--- config.mk ---
export PLATFORM = sky130hd
export DESIGN_NAME = vram_dump
export DESIGN_NICKNAME = d
export VERILOG_FILES = /design/src/rtl/vram_pkg.sv /design/src/rtl/vram_dump.sv
export SDC_FILE = /design/constraint.sdc
export NUM_CORES = 1
export LEC_CHECK = 0
export ABC_AREA = 0
export CAP_MARGIN = 20
export CORE_MARGIN = 3
export CORE_UTILIZATION = 54
export CTS_CLUSTER_SIZE = 10
export DETAILED_ROUTE_END_ITERATION = 8
export HOLD_SLACK_MARGIN = 0.03
export PLACE_DENSITY = 0.91
export RECOVER_POWER = 50
export SLEW_MARGIN = 20
export SYNTH_ARGS = -nofsm -noshare
export SYNTH_HDL_FRONTEND = slang
export SYNTH_SLANG_ARGS = --single-unit
--- constraint.sdc ---
create_clock -name i_clk -period 3.5 [get_ports i_clk]
set_clock_uncertainty 0.2 [all_clocks]
set_input_delay 0.7 -clock i_clk [delete_from_list [all_inputs] [get_ports i_clk]]
set_output_delay 0.7 -clock i_clk [all_outputs]
set_load 0.02 [all_outputs]
--- src/rtl/vram_pkg.sv ---
// Shared VRAM definitions used by the screen-dump engine and the VRAM write controller.
package vram_pkg;

  localparam int unsigned VRAM_X_W    = 6;
  localparam int unsigned VRAM_Y_W    = 5;
  localparam int unsigned VRAM_ADDR_W = 11;

  localparam logic [7:0] CHAR_CR  = 8'h0D;
  localparam logic [7:0] CHAR_LF  = 8'h0A;
  localparam logic [7:0] CHAR_SUB = 8'h2E;

  // VRAM address is {y, x}
  typedef logic [VRAM_ADDR_W-1:0] vram_addr_t;

endpackage

--- src/rtl/vram_dump.sv ---
// Screen-dump engine: reads every VRAM cell row-major and streams it to the UART TX byte
// stream, appending CR LF after each row.
// Build option: define VRAM_DUMP_SANITIZE_EN to replace non-printable captured bytes by '.'.
module vram_dump
  import vram_pkg::*;
#(
  parameter int unsigned COLS   = 64,
  parameter int unsigned ROWS   = 32,
  parameter int unsigned RD_LAT = 1
) (
  input  logic             i_clk,
  input  logic             i_rst_n,
  input  logic             i_start,
  output logic             o_busy,
  output logic             o_done,
  output logic             o_vram_req,
  input  logic             i_vram_gnt,
  output vram_addr_t       o_vram_addr,
  output logic             o_vram_ce,
  output logic             o_vram_wre,
  output logic             o_vram_clk,
  input  logic [7:0]       i_vram_dout,
  output logic [7:0]       o_data,
  output logic             o_data_valid,
  input  logic             i_data_ready
);

  typedef enum logic [2:0] {
    StIdle, StReq, StRead, StWait, StSend, StCr, StLf, StDone
  } state_e;

  localparam logic [VRAM_X_W-1:0] X_LAST   = VRAM_X_W'(COLS - 1);
  localparam logic [VRAM_Y_W-1:0] Y_LAST   = VRAM_Y_W'(ROWS - 1);
  localparam logic [7:0]          LAT_LAST = 8'(RD_LAT - 1);

  state_e                r_state;
  state_e                w_state_d;
  logic [VRAM_X_W-1:0]   r_x;
  logic [VRAM_Y_W-1:0]   r_y;
  logic [7:0]            r_data;
  logic [7:0]            r_lat;
  logic                  w_xfer;
  logic                  w_x_last;
  logic                  w_y_last;
  logic                  w_lat_done;
  logic [7:0]            w_cap;

  assign w_xfer     = o_data_valid & i_data_ready;
  assign w_x_last   = (r_x == X_LAST);
  assign w_y_last   = (r_y == Y_LAST);
  assign w_lat_done = (r_lat == LAT_LAST);

`ifdef VRAM_DUMP_SANITIZE_EN
  assign w_cap = ((i_vram_dout < 8'h20) || (i_vram_dout >= 8'h7F)) ? CHAR_SUB : i_vram_dout;
`else
  assign w_cap = i_vram_dout;
`endif

  assign o_vram_addr = {r_y, r_x};
  assign o_vram_wre  = 1'b0;
  assign o_vram_clk  = i_clk;
  assign o_data      = r_data;

  // State register
  always_ff @(posedge i_clk or negedge i_rst_n) begin
    if (!i_rst_n) begin
      r_state <= StIdle;
    end else begin
      r_state <= w_state_d;
    end
  end

  // Next-state logic; after a byte the next read goes straight to READ while granted
  always_comb begin
    w_state_d = r_state;
    case (r_state)
      StIdle: if (i_start) w_state_d = StReq;
      StReq:  if (i_vram_gnt) w_state_d = StRead;
      StRead: w_state_d = i_vram_gnt ? StWait : StReq;
      StWait: if (w_lat_done) w_state_d = StSend;
      StSend: begin
        if (w_xfer) begin
          if (w_x_last)        w_state_d = StCr;
          else if (i_vram_gnt) w_state_d = StRead;
          else                 w_state_d = StReq;
        end
      end
      StCr:   if (w_xfer) w_state_d = StLf;
      StLf: begin
        if (w_xfer) begin
          if (w_y_last)        w_state_d = StDone;
          else if (i_vram_gnt) w_state_d = StRead;
          else                 w_state_d = StReq;
        end
      end
      StDone:  w_state_d = StIdle;
      default: w_state_d = StIdle;
    endcase
  end

  // Outputs decoded from state; ce is suppressed if the grant is gone in READ
  always_comb begin
    o_busy       = 1'b0;
    o_vram_req   = 1'b0;
    o_done       = 1'b0;
    o_vram_ce    = 1'b0;
    o_data_valid = 1'b0;
    case (r_state)
      StIdle: ;
      StDone: o_done = 1'b1;
      default: begin
        o_busy     = 1'b1;
        o_vram_req = 1'b1;
      end
    endcase
    if (r_state == StRead) o_vram_ce = i_vram_gnt;
    if ((r_state == StSend) || (r_state == StCr) || (r_state == StLf)) o_data_valid = 1'b1;
  end

  // Cell counters, latency counter and TX byte register
  always_ff @(posedge i_clk or negedge i_rst_n) begin
    if (!i_rst_n) begin
      r_x    <= '0;
      r_y    <= '0;
      r_data <= 8'h00;
      r_lat  <= '0;
    end else begin
      case (r_state)
        StIdle: begin
          if (i_start) begin
            r_x <= '0;
            r_y <= '0;
          end
        end
        StRead: r_lat <= '0;
        StWait: begin
          if (w_lat_done) r_data <= w_cap;
          else            r_lat  <= r_lat + 8'd1;
        end
        StSend: begin
          if (w_xfer) begin
            if (w_x_last) begin
              r_x    <= '0;
              r_data <= CHAR_CR;
            end else begin
              r_x <= r_x + 1'b1;
            end
          end
        end
        StCr: if (w_xfer) r_data <= CHAR_LF;
        StLf: begin
          if (w_xfer && !w_y_last) begin
            r_y <= r_y + 1'b1;
            r_x <= '0;
          end
        end
        default: ;
      endcase
    end
  end

endmodule

==> results of run 1 <==
## final timing paths
kind | endpoint | depth (start not counted) | slack, ns
max | o_vram_clk | 3 | 0.09
min | o_data[7] | 1 | 0.30
max reg2reg | r_state[0] | 4 | 0.69
min reg2reg | o_data[7] | 1 | 0.30
max in group asynchronous | o_data[7] | 2 | 1.21
min in group asynchronous | r_x[4] | 2 | 0.96
## worst max-delay path, cell delays in order
cell             delay [ns]
clkbuf_4               0.11
clkbuf_4               0.12
clkdlybuf4s50_1        0.52
## layer usage
metal | vias to the layer above | wire (um) | GRT usage, %
met3 | 12 | 276 | 9.490
met1 | 760 | 1801 | 29.08
li1 | 754 | - | -
met4 | 0 | 95 | 13.21
met5 | - | 0 | 0
met2 | 68 | 1883 | 31.61
## synthesized netlist by cell type, types with 2 or more instances
cell type,n,share of area [%]
xor2_1,4,1.9
dfrtp_1,30,41
buf_4,4,1.7
a21oi_2,2,0.96
and3b_1,2,0.96
a22o_1,4,1.9
and2_1,2,0.69
nand4_1,5,1.7
inv_1,8,1.7
a21oi_1,6,1.7
nand3_1,8,2.2
nor3b_2,2,1.4
or2_1,2,0.69
mux2i_1,6,3.3
or3_1,2,0.69
o21ai_1,3,0.83
buf_2,5,1.4
nor2_1,8,1.7
or4_1,2,0.83
nor3_1,4,1.1
a31oi_1,2,0.69
and3_1,2,0.69
a2bb2oi_1,2,0.96
o21ai_0,14,3.9
nand2_1,23,4.7
ha_1,5,3.4
nand3b_1,2,0.83
## state kept, by name, summed over array words and instances (netlist names)
signal and flops:
r_x 6, o_data 8, r_lat 8, r_state 3
r_y 5
## logic make-up after synthesis
| kind of cell | synth area share, % |
|---|---|
| simple gates | 25.19 |
| fa+ha+maj | 3.992 |
| compound gates | 18.10 |
| buf+inv | 5.506 |
| flops | 41.29 |
| mux | 3.304 |
| xor+xnor | 2.409 |
| other cells | 0.2063 |
## cell type report
class	instances	area [um^2]
clock buffer	11	77.57
fill	242	895.9
inverter	9	33.78
multi-input combinational	140	943.4
sequential	30	750.7
tap	44	55.05
timing repair buffer	38	371.6
## layout by cell type, fill, tap and decap left out, drive strengths merged, types with 4 or more instances in the layout
| cell type | n |
|---|---|
| a21oi | 8 |
| a22o | 4 |
| and3 | 4 |
| clkbuf | 11 |
| clkdlybuf4s50 | 36 |
| dfrtp | 30 |
| ha | 5 |
| inv | 9 |
| mux2i | 6 |
| nand2 | 23 |
| nand3 | 8 |
| nand3b | 4 |
| nand4 | 5 |
| nor2 | 8 |
| nor3 | 5 |
| o21ai | 18 |
| or2 | 4 |
| xor2 | 4 |
## power groups by stage
stage | Sequential (uW) | Clock (uW) | Combinational (uW)
after global placement | 538 | 38.4 | 757
after detailed placement | 542 | 38.4 | 778
after global routing | 554 | 306 | 834
after CTS | 536 | 289 | 783
final | 538 | 281 | 766
after floorplan | 553 | 33.4 | 513
## through the flow
stage / setup WS, ns / instance area [um^2] / total power (uW) / cells / utilization (%)
global route: 0.07869 / 2232 / 1694 / 272 / 71.36
CTS: 0.07743 / 2260 / 1608 / 272 / 72.24
detailed placement: 0.3415 / 2192 / 1358 / 262 / 70.08
finish: 0.09415 / 2232 / 1585 / 272 / 71.36
global placement: 0.3415 / 2192 / 1333 / 262 / 70.08
floorplan: 0.7160 / 1818 / 1100 / 189 / -
==> results.py, run 1 <==
metrics = {
    "global_routing": {
        "grt-ovfl-total": 0,
        "grt_pass1_wl_um": 6934,
        "grt_max_degree": 31,
        "grt_antenna_before_repair": 0,
        "grt_pass1_vias": 1460,
        "grt_usage_pct": 22.64,
    },
    "pwr": {
        "combPwrFrac_pct": 48.3,
        "clock_power_share_pct": 17.8,
        "switching_share_pct": 42.60,
        "internal_power_uw": 910.1,
        "seqPwrFrac_pct": 34.0,
        "p_leak_uw": 0.0009751,
        "irDropWorstVdd_uv": 478.0,
        "p_per_area_nw_per_um2": 710.3,
        "switchingPower_uw": 675.4,
    },
    "floorplan": {
        "start_util_pct": 58.12,
        "dieArea_um2": 4099,
        "die_h_um": 64.02,
        "die_x_um": 64.02,
        "core_um2": 3128,
        "num_io_pins": 39,
        "rows": 20,
    },
    "clock_network": {
        "cts_tree": "yes",
        "cts_resized": 0,
        "ctsHoldBuffers": 0,
        "clkSlewWorstSetupHoldPaths_ns": 0.08,
        "post_cts_buffers": 0,
        "insertion_delay_ns": 0.46,
    },
    "sta": {
        "tightest_slew_ns": 1.582,
        "rsz0062_at_grt": "no",
        "final-setup-viol-count": 0,
        "finalHoldViolations": 0,
        "final.setup.tns_ns": 0,
        "slew_violations": 31,
        "whs_ns": 0.3012,
        "relSlewSlack_pct": -5.471,
    },
    "run_status": {
        "status": "finished with violations",
        "violations": "capacitance limit, slew limit",
    },
    "synth": {
        "synth-seq-cells": 30,
        "netlist_area_um2": 1818,
        "async_flop_share_pct": 100.0,
        "syn_inst": 189,
        "seq_area_frac_synth_pct": 41.29,
        "yosysWarnings": 0,
        "synth_top_flop_cell": "dfrtp_1",
        "syn_area_per_cell_um2": 9.619,
        "synth_edf_count": 0,
        "yosys.cell_types.count": 57,
        "syn_nets": 207,
    },
    "cells_and_area": {
        "area_growth_pct": 22.78,
        "drive_gt1_share_pct": 9.211,
        "fin_nets": 246,
        "diodes": 0,
    },
    "critical_path": {
        "required_ns": 2.60,
        "cp_max_fo": 2,
        "endpoint_kind": "output pin",
        "path_class": "clock port to output pin",
        "r2r_start": "r_state[0]",
        "start_kind": "clock port",
        "cp.arrival_ns": 2.51,
        "cp-startpoint": "i_clk",
    },
    "place": {
        "dp_hpwl_um": 2873,
        "gp_congestion": 0.8227,
        "io_buffers": 37,
    },
    "routing": {
        "wirelength_um": 4056,
        "viasPerCell": 5.860,
        "drtIter0Drc": 79,
        "drc": 0,
        "vias": 1594,
        "drt-wirelength-per-cell_um": 14.91,
        "drt-pass1-iter-count": 5,
        "antenna_left": 0,
    },
    "hold_path": {
        "hp-class": "flip-flop to flip-flop",
        "holdCritStartpoint": "o_data[7]",
    },
    "job": {
        "drv_cap": 1,
    },
}
Note: power is estimated with default switching activity, not from simulation.
==> run 2: changes to the inputs <==
Settings changed: SKIP_LAST_GASP set to 1.
==> results of run 2 <==
No change in the layout: final DEF, timing and power equal those of run 1.
